### src/rtl/period_meter.sv
// period_meter: measures the period and high time of a slow, asynchronous
// signal in clk_in cycles. One result per input period, announced by a
// one-cycle valid strobe. A sticky overflow flag records a period that ran
// past max_count.
//
// Handshake: valid is a one-cycle strobe with no ready. period_out/high_out
// are valid in the cycle valid is high and hold until the next strobe.
// Parameter constraints: 2 <= max_count <= 2**width-1, sync_stages >= 2.
module period_meter #(
    parameter int width       = 23,
    parameter int max_count   = 8388607,
    parameter int sync_stages = 2
) (
    input  logic             clk_in,
    input  logic             reset,
    input  logic             sig_in,
    input  logic             enable,
    output logic [width-1:0] period_out,
    output logic [width-1:0] high_out,
    output logic             valid,
    output logic             overflow,
    output logic             busy
);

    typedef enum logic [1:0] {
        IDLE    = 2'd0,
        ARM     = 2'd1,
        MEASURE = 2'd2
    } state_t;

    localparam logic [width-1:0] MAX_C = width'(max_count);
    localparam logic [width-1:0] ONE   = width'(1);

    state_t                 state_q, state_d;
    logic [sync_stages-1:0] sync_q, sync_d;
    logic                   edge_q, edge_d;
    logic [width-1:0]       count_q, count_d;
    logic [width-1:0]       hcount_q, hcount_d;
    logic [width-1:0]       period_q, period_d;
    logic [width-1:0]       high_q, high_d;
    logic                   valid_q, valid_d;
    logic                   overflow_q, overflow_d;
    logic                   busy_q, busy_d;

    // Synchronised level and its rising edge. Synchroniser latency is the
    // same for every edge, so it cancels out of both measurements.
    logic s;
    logic rise;

    // Synchroniser shift chain plus the edge register behind it.
    always_comb begin
        sync_d = {sync_q[sync_stages-2:0], sig_in};
        edge_d = sync_q[sync_stages-1];
        s      = sync_q[sync_stages-1];
        rise   = s & ~edge_q;
    end

    // Measurement FSM next-state and result logic.
    always_comb begin
        state_d    = state_q;
        count_d    = count_q;
        hcount_d   = hcount_q;
        period_d   = period_q;
        high_d     = high_q;
        valid_d    = 1'b0;
        overflow_d = overflow_q;

        if (!enable) begin
            // Dropping enable abandons any partial period; results and the
            // overflow flag are left untouched.
            state_d  = IDLE;
            count_d  = '0;
            hcount_d = '0;
        end else begin
            case (state_q)
                IDLE: begin
                    count_d  = '0;
                    hcount_d = '0;
                    state_d  = ARM;
                end
                ARM: begin
                    // Edge-triggered: a signal already high here is ignored.
                    if (rise) begin
                        count_d  = ONE;
                        hcount_d = ONE;
                        state_d  = MEASURE;
                    end
                end
                MEASURE: begin
                    if (rise) begin
                        // Rise wins over the limit, so a period of exactly
                        // max_count is reported rather than flagged.
                        period_d   = count_q;
                        high_d     = hcount_q;
                        valid_d    = 1'b1;
                        overflow_d = 1'b0;
                        count_d    = ONE;
                        hcount_d   = ONE;
                    end else if (count_q == MAX_C) begin
                        overflow_d = 1'b1;
                        state_d    = ARM;
                    end else begin
                        count_d  = count_q + ONE;
                        // hcount trails count, so it cannot wrap.
                        hcount_d = hcount_q + {{(width-1){1'b0}}, s};
                    end
                end
                default: begin
                    state_d = IDLE;
                end
            endcase
        end

        busy_d = (state_d != IDLE);
    end

    // State and output registers; reset overrides everything.
    always_ff @(posedge clk_in) begin
        if (reset) begin
            state_q    <= IDLE;
            sync_q     <= '0;
            edge_q     <= 1'b0;
            count_q    <= '0;
            hcount_q   <= '0;
            period_q   <= '0;
            high_q     <= '0;
            valid_q    <= 1'b0;
            overflow_q <= 1'b0;
            busy_q     <= 1'b0;
        end else begin
            state_q    <= state_d;
            sync_q     <= sync_d;
            edge_q     <= edge_d;
            count_q    <= count_d;
            hcount_q   <= hcount_d;
            period_q   <= period_d;
            high_q     <= high_d;
            valid_q    <= valid_d;
            overflow_q <= overflow_d;
            busy_q     <= busy_d;
        end
    end

    assign period_out = period_q;
    assign high_out   = high_q;
    assign valid      = valid_q;
    assign overflow   = overflow_q;
    assign busy       = busy_q;

endmodule

### config.mk
export PLATFORM = sky130hd
export DESIGN_NAME = period_meter
export DESIGN_NICKNAME = d
export VERILOG_FILES = /design/src/rtl/period_meter.sv
export SDC_FILE = /design/constraint.sdc
export NUM_CORES = 1
export LEC_CHECK = 0
export BUFFER_PORTS_ARGS = -buffer_cell sky130_fd_sc_hd__buf_2
export CAP_MARGIN = 40
export CORE_MARGIN = 10
export CORE_UTILIZATION = 57
export DETAILED_ROUTE_END_ITERATION = 8
export HOLD_SLACK_MARGIN = 0.08
export MAX_ROUTING_LAYER = met4
export PLACE_DENSITY = 0.79
export SYNTH_ARGS = -nofsm -noshare
export SYNTH_HDL_FRONTEND = slang
export SYNTH_SLANG_ARGS = --single-unit
### constraint.sdc
create_clock -name clk_in -period 3.95 [get_ports clk_in]
set_input_delay 0.5925 -clock clk_in [delete_from_list [all_inputs] [get_ports clk_in]]
set_output_delay 0.5925 -clock clk_in [all_outputs]
set_load 0.01 [all_outputs]
## Yosys cells after proc, flatten, opt, wreduce, memory -nomap -nowiden

Cells that the tools add are included.

| cells by class | value |
|---|---|
| $add $sub $neg | 2 |
| equality and inequality tests | 5 |
| multiplexer cells | 15 |
| bitwise logic cells | 4 |
| reduce and logical (&&, ||, !) cells | 9 |

Operator list:

| operator | number |
|---|---|
| $pmux W23 S3 | 2 |
| $mux W23 | 5 |
| $add A23 B1 Y23 | 1 |
| $add A23 B1 Y23 const B | 1 |
| $eq A23 B23 Y1 const B | 1 |
| $reduce_and A3 Y1 | 3 |
| $mux W2 | 4 |
| $pmux W2 S3 | 1 |
| $reduce_bool A2 Y1 | 2 |
| $mux W1 | 3 |
| $ne A3 B3 Y1 const B | 1 |
| $not A1 Y1 | 3 |
| $reduce_bool A3 Y1 | 1 |
| $reduce_or A3 Y1 | 1 |
| $eq A2 B1 Y1 const B | 1 |
| $eq A2 B2 Y1 const B | 1 |
| $logic_not A2 Y1 | 1 |
| $ne A2 B2 Y1 const B | 1 |
| $reduce_or A2 Y1 | 1 |
| $and A1 B1 Y1 | 1 |

| storage, ports and cells | value |
|---|---|
| register bits after elaboration | 100 |
| input bits | 4 |
| output and inout port bits | 49 |
| logic and storage cells | 45 |

## Longest topological paths before layout

Gate-level depths: netlist of run 1.

| logic depth | value |
|---|---|
| word-level depth | 6 |
| mapped depth | 9 |

## Worst setup path before layout of run 1

OpenSTA, ideal clock, no wires.

| timing path | value |
|---|---|
| kind | reg2reg |
| start | reg state_q[0] |
| end | reg hcount_q[14] |
| arrival time | 1.925 ns |
| required time | 3.880 ns |
| path slack | 1.955 ns |
| cell stages (with the launch flop) | 9 |
| period minus slack after synthesis | 1.995 ns |
| cells stage by stage | dfxtp_1 > inv_1 > ha_1 > nand4b_1 > nor2_1 > clkbuf_1 > clkbuf_1 > o21ai_0 > a21oi_1 |

| on the way | value |
|---|---|
| longest elaborated chain between the ends | 3 |

Ends and longest elaborated chain:

| element | RTL line | text |
|---|---|---|
| start, declared | 34 | `state_t state_q, state_d;` |
| start signal, assigned | 131 | `state_q <= state_d;` |
| $eq A2 B2 Y1 (tied with other cells) | 75 | `case (state_q)` |
| $ne A3 B3 Y1 (no source line) (tied with other cells) | -- |  |
| $reduce_and A3 Y1 (no source line) | -- |  |
| end signal, assigned | 135 | `hcount_q <= hcount_d;` |
| end, declared | 38 | `logic [width-1:0] hcount_q, hcount_d;` |

Parallel ways exist; a longest one is shown, timed or not.
A chain may end at the register's enable or synchronous reset.

## Worst setup path after layout of run 1

| timing path | value |
|---|---|
| start | reg count_q[0] |
| end | reg hcount_q[3] |

| on the way | value |
|---|---|
| longest elaborated chain between the ends | 3 |

Ends and longest elaborated chain:

| element | RTL line | text |
|---|---|---|
| start, declared | 37 | `logic [width-1:0] count_q, count_d;` |
| start signal, assigned | 134 | `count_q <= count_d;` |
| $eq A23 B23 Y1 | 99 | `end else if (count_q == MAX_C) begin` |
| $ne A3 B3 Y1 (no source line) | -- |  |
| $reduce_and A3 Y1 (no source line) | -- |  |

Every way passes these cells.

==> reports/metrics.cfg, run 1 <==
[worst_setup_path]
r2r_slack_ns = 1.35
crit_path_top_delay_cell = nor2_1
endpoint_kind = flip-flop
arrival_ns = 2.93
cp-start-kind = flip-flop
critical_path.max_stage_delay_ns = 0.76
crit_required_ns = 4.27
critical-path-top-delay-family = simple AND/OR/NAND/NOR gates
crit_fanout = 11
path_cells = ha_1 > nand3_2 > nor4_4 > a311oi_2 > nor2_1 > a211o_2
worstSetupPathType = flip-flop to flip-flop
path_buf_inv = 0

[finish]
drive_above_1_share_pct = 18.3
instances_no_fill = 590
insertedDiodeCount = 0
area.sequential_mm2 = 0.00200
syn2layout_area_growth_pct = 12.9
fillers = 611
multi_input_area_mm2 = 0.00203
fin_nets = 497

[yosys]
syn_nets = 459
muxShareOfSynthArea_pct = 0
synth_ff_type = dfxtp_1
synth_area_mm2 = 0.00419
synth_compound_area_share_pct = 25.6
synth-xor-area-share_pct = 0
syn_inst = 448
synthSimpleGateAreaFrac_pct = 20.3
yosys-top-cells-area = dfxtp_1, a22o_1, a21oi_1
synth_top_family_by_area = compound AO/OA/AOI/OAI gates
synth.most_common_cell = dfxtp_1
synth_top_area_share_pct = 47.8
synthTopCellsByCount = dfxtp_1, a22o_1, a21oi_1
synth_area_per_cell_um2 = 9.35
synth_top_cell_by_area = dfxtp_1
seq_area_frac_synth_pct = 47.8
synthDistinctLibCells = 53
synthAdderAreaFrac_pct = 2.09
ys.warnings.count = 0
synth_edf_count = 0
yosys_register_bits = 100
synthArstFlopShare_pct = 0

[clock_network]
clock-sinks = 100
postCtsResizedCells = 0
cts_made_buffers = 9
hold_buffers = 0
clock_latency_ns = 0.37
clkTransAtPathRegs_ns = 0.10
cts_root_buffer = clkbuf_8
htreeDepth = 3
clockBufferDepth = 2
cts_tree = yes
post_cts_buffers = 0

[die]
die_area_mm2 = 0.0112
die_h_um = 106
die_x_um = 106
pin_count = 53
std_cell_rows = 31
coreArea_mm2 = 0.00721
start_util_pct = 58.0

[place]
portBuffers = 52
dp.cells = 574
dp_hpwl_mm = 6.74
place_congestion = 0.873

[power]
powerDensity_mw_per_mm2 = 367
swShare_pct = 23.4
p_int_uw = 1330
clkPwrFrac_pct = 38.9
seqPwrFrac_pct = 58.4
max-vdd-ir-drop_mv = 0.215
switchingPower_uw = 405
p_leak_uw = 0.00195
combPwrFrac_pct = 2.7

[route]
wl_per_cell_um = 16.5
post-route-drc-count = 0
drtIter0Drc = 181
drt-vias-per-instance = 6.17
drtPass1Iterations = 5
ant_nets = 0
route.vias.total = 3639
wirelength_mm = 9.73

[sta]
setup_viol = 0
setup_tns_ns = 0
slew_headroom_pct = 35.0
rsz0062_at_grt = false
hold_violations = 0
min_period_over_period_pct = 65.9
clock.fmax_mhz = 384
period_needed_ns = 2.60
final_max_slew_viol_count = 0
worstMarginPinSlew_ns = 0.971
clock_skew_ns = 0.0133

[global_route]
antenna_found_initial = 0
grtUsageTotal_pct = 17.1
grt_pass1_wl_mm = 15.8
grt_max_degree = 29
grt.overflow.total = 0
grt_pass1_vias = 3292

[run_status]
status = finished, final reports clean

[flow_run]
maxCapViolCount = 0

[worst_hold_path]
holdCritPathClass = input port to flip-flop

## power groups by stage
stage	Combinational (µW)	Clock (µW)	Sequential (µW)
2_1_floorplan	29.9	0	1040
3_3_place_gp	41.4	0	1040
3_5_place_dp	45.9	0	1040
4_1_cts	46.0	688	1010
5_1_grt	50.1	723	1010
6_report	46.2	675	1010
## cells in the final DEF, fill, tap and decap left out, types with 6 or more instances in the layout
master,instances
dfxtp_1,100
buf_2,52
a22o_1,47
a21oi_1,35
nand2_1,34
nand3_1,24
nor2_1,18
nor3_1,16
and3_1,14
a31oi_1,13
nand4_1,12
o21ai_0,11
a211o_1,9
clkbuf_8,9
inv_1,8
ha_1,7
nand2b_1,6
buf_4,6
## flip-flops by register name, summed over array words and instances (netlist names)
register    flops
overflow        1
busy            1
hcount_q       23
valid           1
period_out     23
state_q         2
count_q        23
high_out       23
edge_q          1
sync_q          2
## final timing paths
| check | startpoint | cells after the start | to |
|---|---|---|---|
| setup reg to reg | count_q[0] | 6 | hcount_q[3] |
| hold / removal | sig_in | 2 | sync_q[0] |
| hold reg to reg | sync_q[0] | 1 | sync_q[1] |
| setup / recovery | count_q[0] | 6 | hcount_q[3] |
## worst reg2reg max path, stage by stage, from the launching register on
cell and delay (ns):
dfxtp_1 0.46, ha_1 0.24, nand3_2 0.20, nor4_4 0.48, a311oi_2 0.17, nor2_1 0.76
a211o_2 0.26
## metrics by stage
| stage | hold WS (ns) | instance area, µm² | utilization, % | total power [µW] | setup WS, ns |
|---|---|---|---|---|---|
| 3_3_place_gp | 0.434 | 4490 | 62.3 | 1080 | 1.55 |
| 2_1_floorplan | 0.414 | 4190 | - | 1070 | 1.96 |
| 6_report | 0.441 | 4730 | 65.5 | 1730 | 1.35 |
| 5_1_grt | 0.461 | 4730 | 65.5 | 1790 | 1.17 |
| 4_1_cts | 0.430 | 4730 | 65.5 | 1750 | 1.38 |
| 3_5_place_dp | 0.443 | 4520 | 62.7 | 1080 | 1.41 |
## cell families (layout without fill, tap and decap cells)
family,Yosys count,in the layout
AO/OA/AOI/OAI,147,147
adder cells (fa/ha/maj),7,7
buffers and inverters,40,83
flip-flops,100,100
AND/OR/NAND/NOR,154,154
## per-layer routing
layer / wire [µm] / GRT usage, %
met5: 0 / -
met4: 117 / 6.19
met3: 711 / 4.63
met2: 4330 / 25.7
met1: 4570 / 21.7
## layout make-up
type / count / area share (%)
tap: 99 / 2.62
multi-input combinational: 308 / 43.0
timing repair buffer: 59 / 7.04
clock inverter: 7 / 1.75
inverter: 8 / 0.635
clock buffer: 9 / 2.62
sequential: 100 / 42.3
Power figures use the tool's default switching activity.
==> run 2, diff against run 1 <==
- ABC_AREA: unset -> 1
- PLACE_DENSITY: 0.79 -> 0.78
- clock period: 3.95 -> 2.5 ns (I/O delays scaled with it)
==> reports/metrics.cfg, run 2 <==
[run_status]
status = finished, final reports clean

[sta]
hold_slack_ns = 0.201
period_needed_ns = 2.11
slew_headroom_pct = 55.0
worstMarginPinSlew_ns = 0.673
hold_violations = 0
rsz0062_at_grt = false
worst_slack_ns = 0.389
min_period_over_period_pct = 84.4
clock.fmax_mhz = 474
setup_tns_ns = 0
final_max_slew_viol_count = 0
clock_skew_ns = 0.00974
setup_viol = 0

[yosys]
synth_ff_type = dfxtp_1
synth_edf_count = 0
synthTopCellsByCount = nand2_1, dfxtp_1, inv_1
synth_area_per_cell_um2 = 6.93
syn_inst = 723
yosys-top-cells-area = dfxtp_1, nand2_1, nand3_1
seq_area_frac_synth_pct = 40.0
synthDistinctLibCells = 36
syn_nets = 734
synth_top_area_share_pct = 40.0
ys.warnings.count = 0
yosys_register_bits = 100
synth.most_common_cell = nand2_1
synthArstFlopShare_pct = 0
synth_top_cell_by_area = dfxtp_1
synth_area_mm2 = 0.00501

[place]
pre_cts_ws_ns = 0.347
dp_hpwl_mm = 8.69
portBuffers = 52
place_congestion = 0.921

[worst_setup_path]
worstSetupPathType = flip-flop to flip-flop
r2r_start = count_q[1]
r2r_cells = 10
endpoint_kind = flip-flop
worstSetupStartpoint = count_q[1]
arrival_ns = 2.43
crit_fanout = 26
crit_required_ns = 2.82
cp-start-kind = flip-flop

[global_route]
grt_max_degree = 48
grtUsageTotal_pct = 19.9
busiest_layer = met2
grt_use_met3_pct = 3.52
antenna_found_initial = 0
use_met1_pct = 24.3
grt_pass1_vias = 4491
grt_pass1_wl_mm = 21.1
grt.overflow.total = 0
grt_use_met2_pct = 32.4

[clock_network]
clock_latency_ns = 0.37
cts_made_buffers = 9
cts_root_buffer = clkbuf_8
cts_tree = yes
postCtsResizedCells = 0
hold_buffers = 0
clockBufferDepth = 2
htreeDepth = 3
clock-sinks = 100
clkTransAtPathRegs_ns = 0.09
post_cts_buffers = 0

[finish]
fillers = 830
layout_commonest_cell = nand2_1
drive_above_1_share_pct = 15.1
final_cell_mix = nand2_1, dfxtp_1, inv_1
insertedDiodeCount = 0
fin_nets = 774
syn2layout_area_growth_pct = 10.2

[power]
p_leak_uw = 0.00248
max-vdd-ir-drop_mv = 0.294
powerDensity_mw_per_mm2 = 518

[route]
drt-vias-per-instance = 5.48
post-route-drc-count = 0
wirelength_mm = 12.4
ant_nets = 0
route.vias.total = 4802
drtIter0Drc = 261
drtPass1Iterations = 5
wl_per_cell_um = 14.2

[die]
die_x_um = 114
coreArea_mm2 = 0.00864
start_util_pct = 58.0
std_cell_rows = 34
die_h_um = 114
die_area_mm2 = 0.0129
pin_count = 53

[worst_hold_path]
holdCritStartpoint = sig_in
holdPathStages = 3
holdCritPathClass = input port to flip-flop

[flow_run]
maxCapViolCount = 0

[run 2: changes by cell type after synthesis, moves of 14 or more]
cell | previous run | this run
inv_1 | 8 | 93
a21oi_1 | 35 | 18
and3_1 | 14 | 0
a22o_1 | 47 | 0
nand3_1 | 24 | 89
nor2_1 | 18 | 53
nand2_1 | 34 | 176
o21ai_0 | 11 | 54
[run 2: final timing paths]
kind                                     to  slack [ns]
worst min-delay path              sync_q[0]        0.20
worst max register to register  hcount_q[2]        0.39
worst min register to register    sync_q[1]        0.41
worst max-delay path            hcount_q[2]        0.39
[run 2: final cells by class]
| cell class | instances | area (µm²) | share of cell area, % |
|---|---|---|---|
| clock buffers | 11 | 141 | 2.56 |
| clock inverters | 5 | 83.8 | 1.52 |
| inverters | 101 | 379 | 6.87 |
| multi-input cells | 492 | 2460 | 44.7 |
| flip-flops and latches | 100 | 2000 | 36.3 |
| well taps | 108 | 135 | 2.45 |
| repair buffers | 59 | 313 | 5.67 |
[run 2: worst max-delay path, cell delays in order, from the launching register on]
cell     delay, ns
dfxtp_1       0.41
ha_1          0.22
nand2_2       0.10
nor2_4        0.17
nand2_4       0.09
nor2_8        0.14
nand4_4       0.10
nand2_4       0.28
nand2_4       0.26
nand2_1       0.14
and2_1        0.13
[run 2: per-layer routing]
| metal | routed length, µm | vias to the layer above |
|---|---|---|
| li1 | - | 2412 |
| met1 | 5520 | 2230 |
| met5 | 0 | - |
| met3 | 767 | 18 |
| met2 | 5900 | 142 |
| met4 | 214 | 0 |
[run 2: report_power, final]
group	leakage [µW]	internal (µW)	switching (µW)	total [µW]
clock network	0.000106	595	564	1160
registers	0.000806	1600	4.22	1600
logic	0.00157	25.2	75.8	101
[run 2: metrics by stage]
| step | cell area, µm² | utilization (%) | instances | power [µW] |
|---|---|---|---|---|
| 2_1_floorplan | 5010 | - | 723 | 1710 |
| 3_3_place_gp | 5290 | 61.2 | 860 | 1740 |
| 3_5_place_dp | 5290 | 61.2 | 860 | 1740 |
| 4_1_cts | 5510 | 63.9 | 876 | 2880 |
| 5_1_grt | 5520 | 63.9 | 876 | 2960 |
| 6_report | 5520 | 63.9 | 876 | 2860 |
[run 2: cell families after synthesis]
| group | count (synthesis) | synth area share [%] |
|---|---|---|
| and+or+nand+nor | 384 | 36.0 |
| buffers and inverters | 131 | 10.9 |
| AOI/OAI and AO/OA | 101 | 11.3 |
| DFF | 100 | 40.0 |
| adders and majority gates | 7 | 1.75 |
==> run 3, diff against run 2 <==
- CORE_UTILIZATION: 57 -> 53
- PLACE_DENSITY: 0.78 -> 0.76
- clock period: 2.5 -> 1.7 ns (I/O delays scaled with it)
==> reports/metrics.cfg, run 3 (synthesis results as in run 2) <==
[clock_network]
cts_made_buffers = 9
htreeDepth = 3
cts_root_buffer = clkbuf_8
clockBufferDepth = 2
clock_latency_ns = 0.37
clock-sinks = 100
cts_tree = yes
clkTransAtPathRegs_ns = 0.10
hold_buffers = 0

[route]
wirelength_mm = 14.0
ant_nets = 0
post-route-drc-count = 0
wl_per_cell_um = 14.7
drtIter0Drc = 364
drtPass1Iterations = 5
route.vias.total = 5059
drt-vias-per-instance = 5.32

[die]
start_util_pct = 54.2
std_cell_rows = 35
die_x_um = 117
die_h_um = 117
pin_count = 53
die_area_mm2 = 0.0137
coreArea_mm2 = 0.00924

[finish]
layout_commonest_cell = nand2_1
insertedDiodeCount = 0
final_cell_mix = nand2_1, inv_1, dfxtp_1
fin_nets = 828
syn2layout_area_growth_pct = 24.4
drive_above_1_share_pct = 25.9

[sta]
hold_violations = 0
slew_headroom_pct = 67.4
clock.fmax_mhz = 575
worstMarginPinSlew_ns = 0.489
period_needed_ns = 1.74
rsz0062_at_grt = true
final_max_slew_viol_count = 0
clock_skew_ns = 0.0140
min_period_over_period_pct = 102
setup_viol = 7
hold_slack_ns = 0.0941
worst_slack_ns = -0.0399
setup_tns_ns = -0.149

[global_route]
grt_pass1_wl_mm = 22.1
grt_use_met3_pct = 3.77
grt_max_degree = 48
grt_pass1_vias = 4682
grtUsageTotal_pct = 20.5
use_met1_pct = 24.6
grt_use_met2_pct = 34.5
grt.overflow.total = 0
antenna_found_initial = 0
busiest_layer = met2

[place]
place_congestion = 0.932
pre_cts_ws_ns = -0.148
portBuffers = 52
dp_hpwl_mm = 9.69

[run_status]
status = finished, violations left
violations = setup timing

[power]
p_leak_uw = 0.00285
powerDensity_mw_per_mm2 = 662
finalPower_uw = 4120
max-vdd-ir-drop_mv = 0.534

[flow_run]
maxCapViolCount = 0

[worst_hold_path]
holdCritPathClass = input port to flip-flop

[worst_setup_path]
crit_fanout = 7
endpoint_kind = flip-flop
crit_required_ns = 1.95
worstSetupPathType = flip-flop to flip-flop
cp-start-kind = flip-flop
arrival_ns = 1.99

==> run 3: layer usage <==
metal,wire length (µm),vias up
met4,263,0
met3,804,23
met1,6090,2353
li1,-,2516
met2,6810,167
met5,0,-
==> run 3: through the flow <==
step	utilization [%]	cells	cell area, µm²
2_1_floorplan	-	723	5010
3_3_place_gp	61.2	926	5660
3_5_place_dp	61.2	926	5660
4_1_cts	63.8	942	5890
5_1_grt	67.4	951	6230
6_report	67.4	951	6230
==> run 3: worst max-delay path: stages (launching register included) <==
cell and delay (ns):
dfxtp_1 0.35, nand2_1 0.14, nor2_1 0.16, nand2_2 0.11, nor2_8 0.14, nand4_4 0.14
nand2_8 0.19, clkinvlp_4 0.20, nor2_2 0.14, a21oi_1 0.05
==> run 3: final timing paths <==
check / from / endpoint / slack (ns) / cells after the start
max: count_q[15] / count_q[1] / -0.04 / 9
max reg2reg: count_q[15] / count_q[1] / -0.04 / 9
min reg2reg: sync_q[0] / sync_q[1] / 0.41 / 2
min: sig_in / sync_q[0] / 0.09 / 3
==> run 3: area by class of cell <==
class	instances	area, µm²
repair buffers	112	785
fillers	807	3010
multi-input cells	493	2680
flip-flops and latches	100	2020
inverters	101	390
well taps	129	161
clock buffers	15	166
clock inverters	1	30.0
==> run 3: where the power goes <==
group	leakage (µW)	internal (µW)	switching, µW
logic	0.00194	77.0	142
clock network	0.0000979	766	786
registers	0.000812	2350	5.52
==> run 3: timing repair <==
action / 4_1_cts / 5_1_grt
pin swaps: 1 / 17
endpoints found under the setup margin: 17 / 45
cloned: 0 / 3
buffers inserted: 0 / 6
resized for setup: 11 / 74
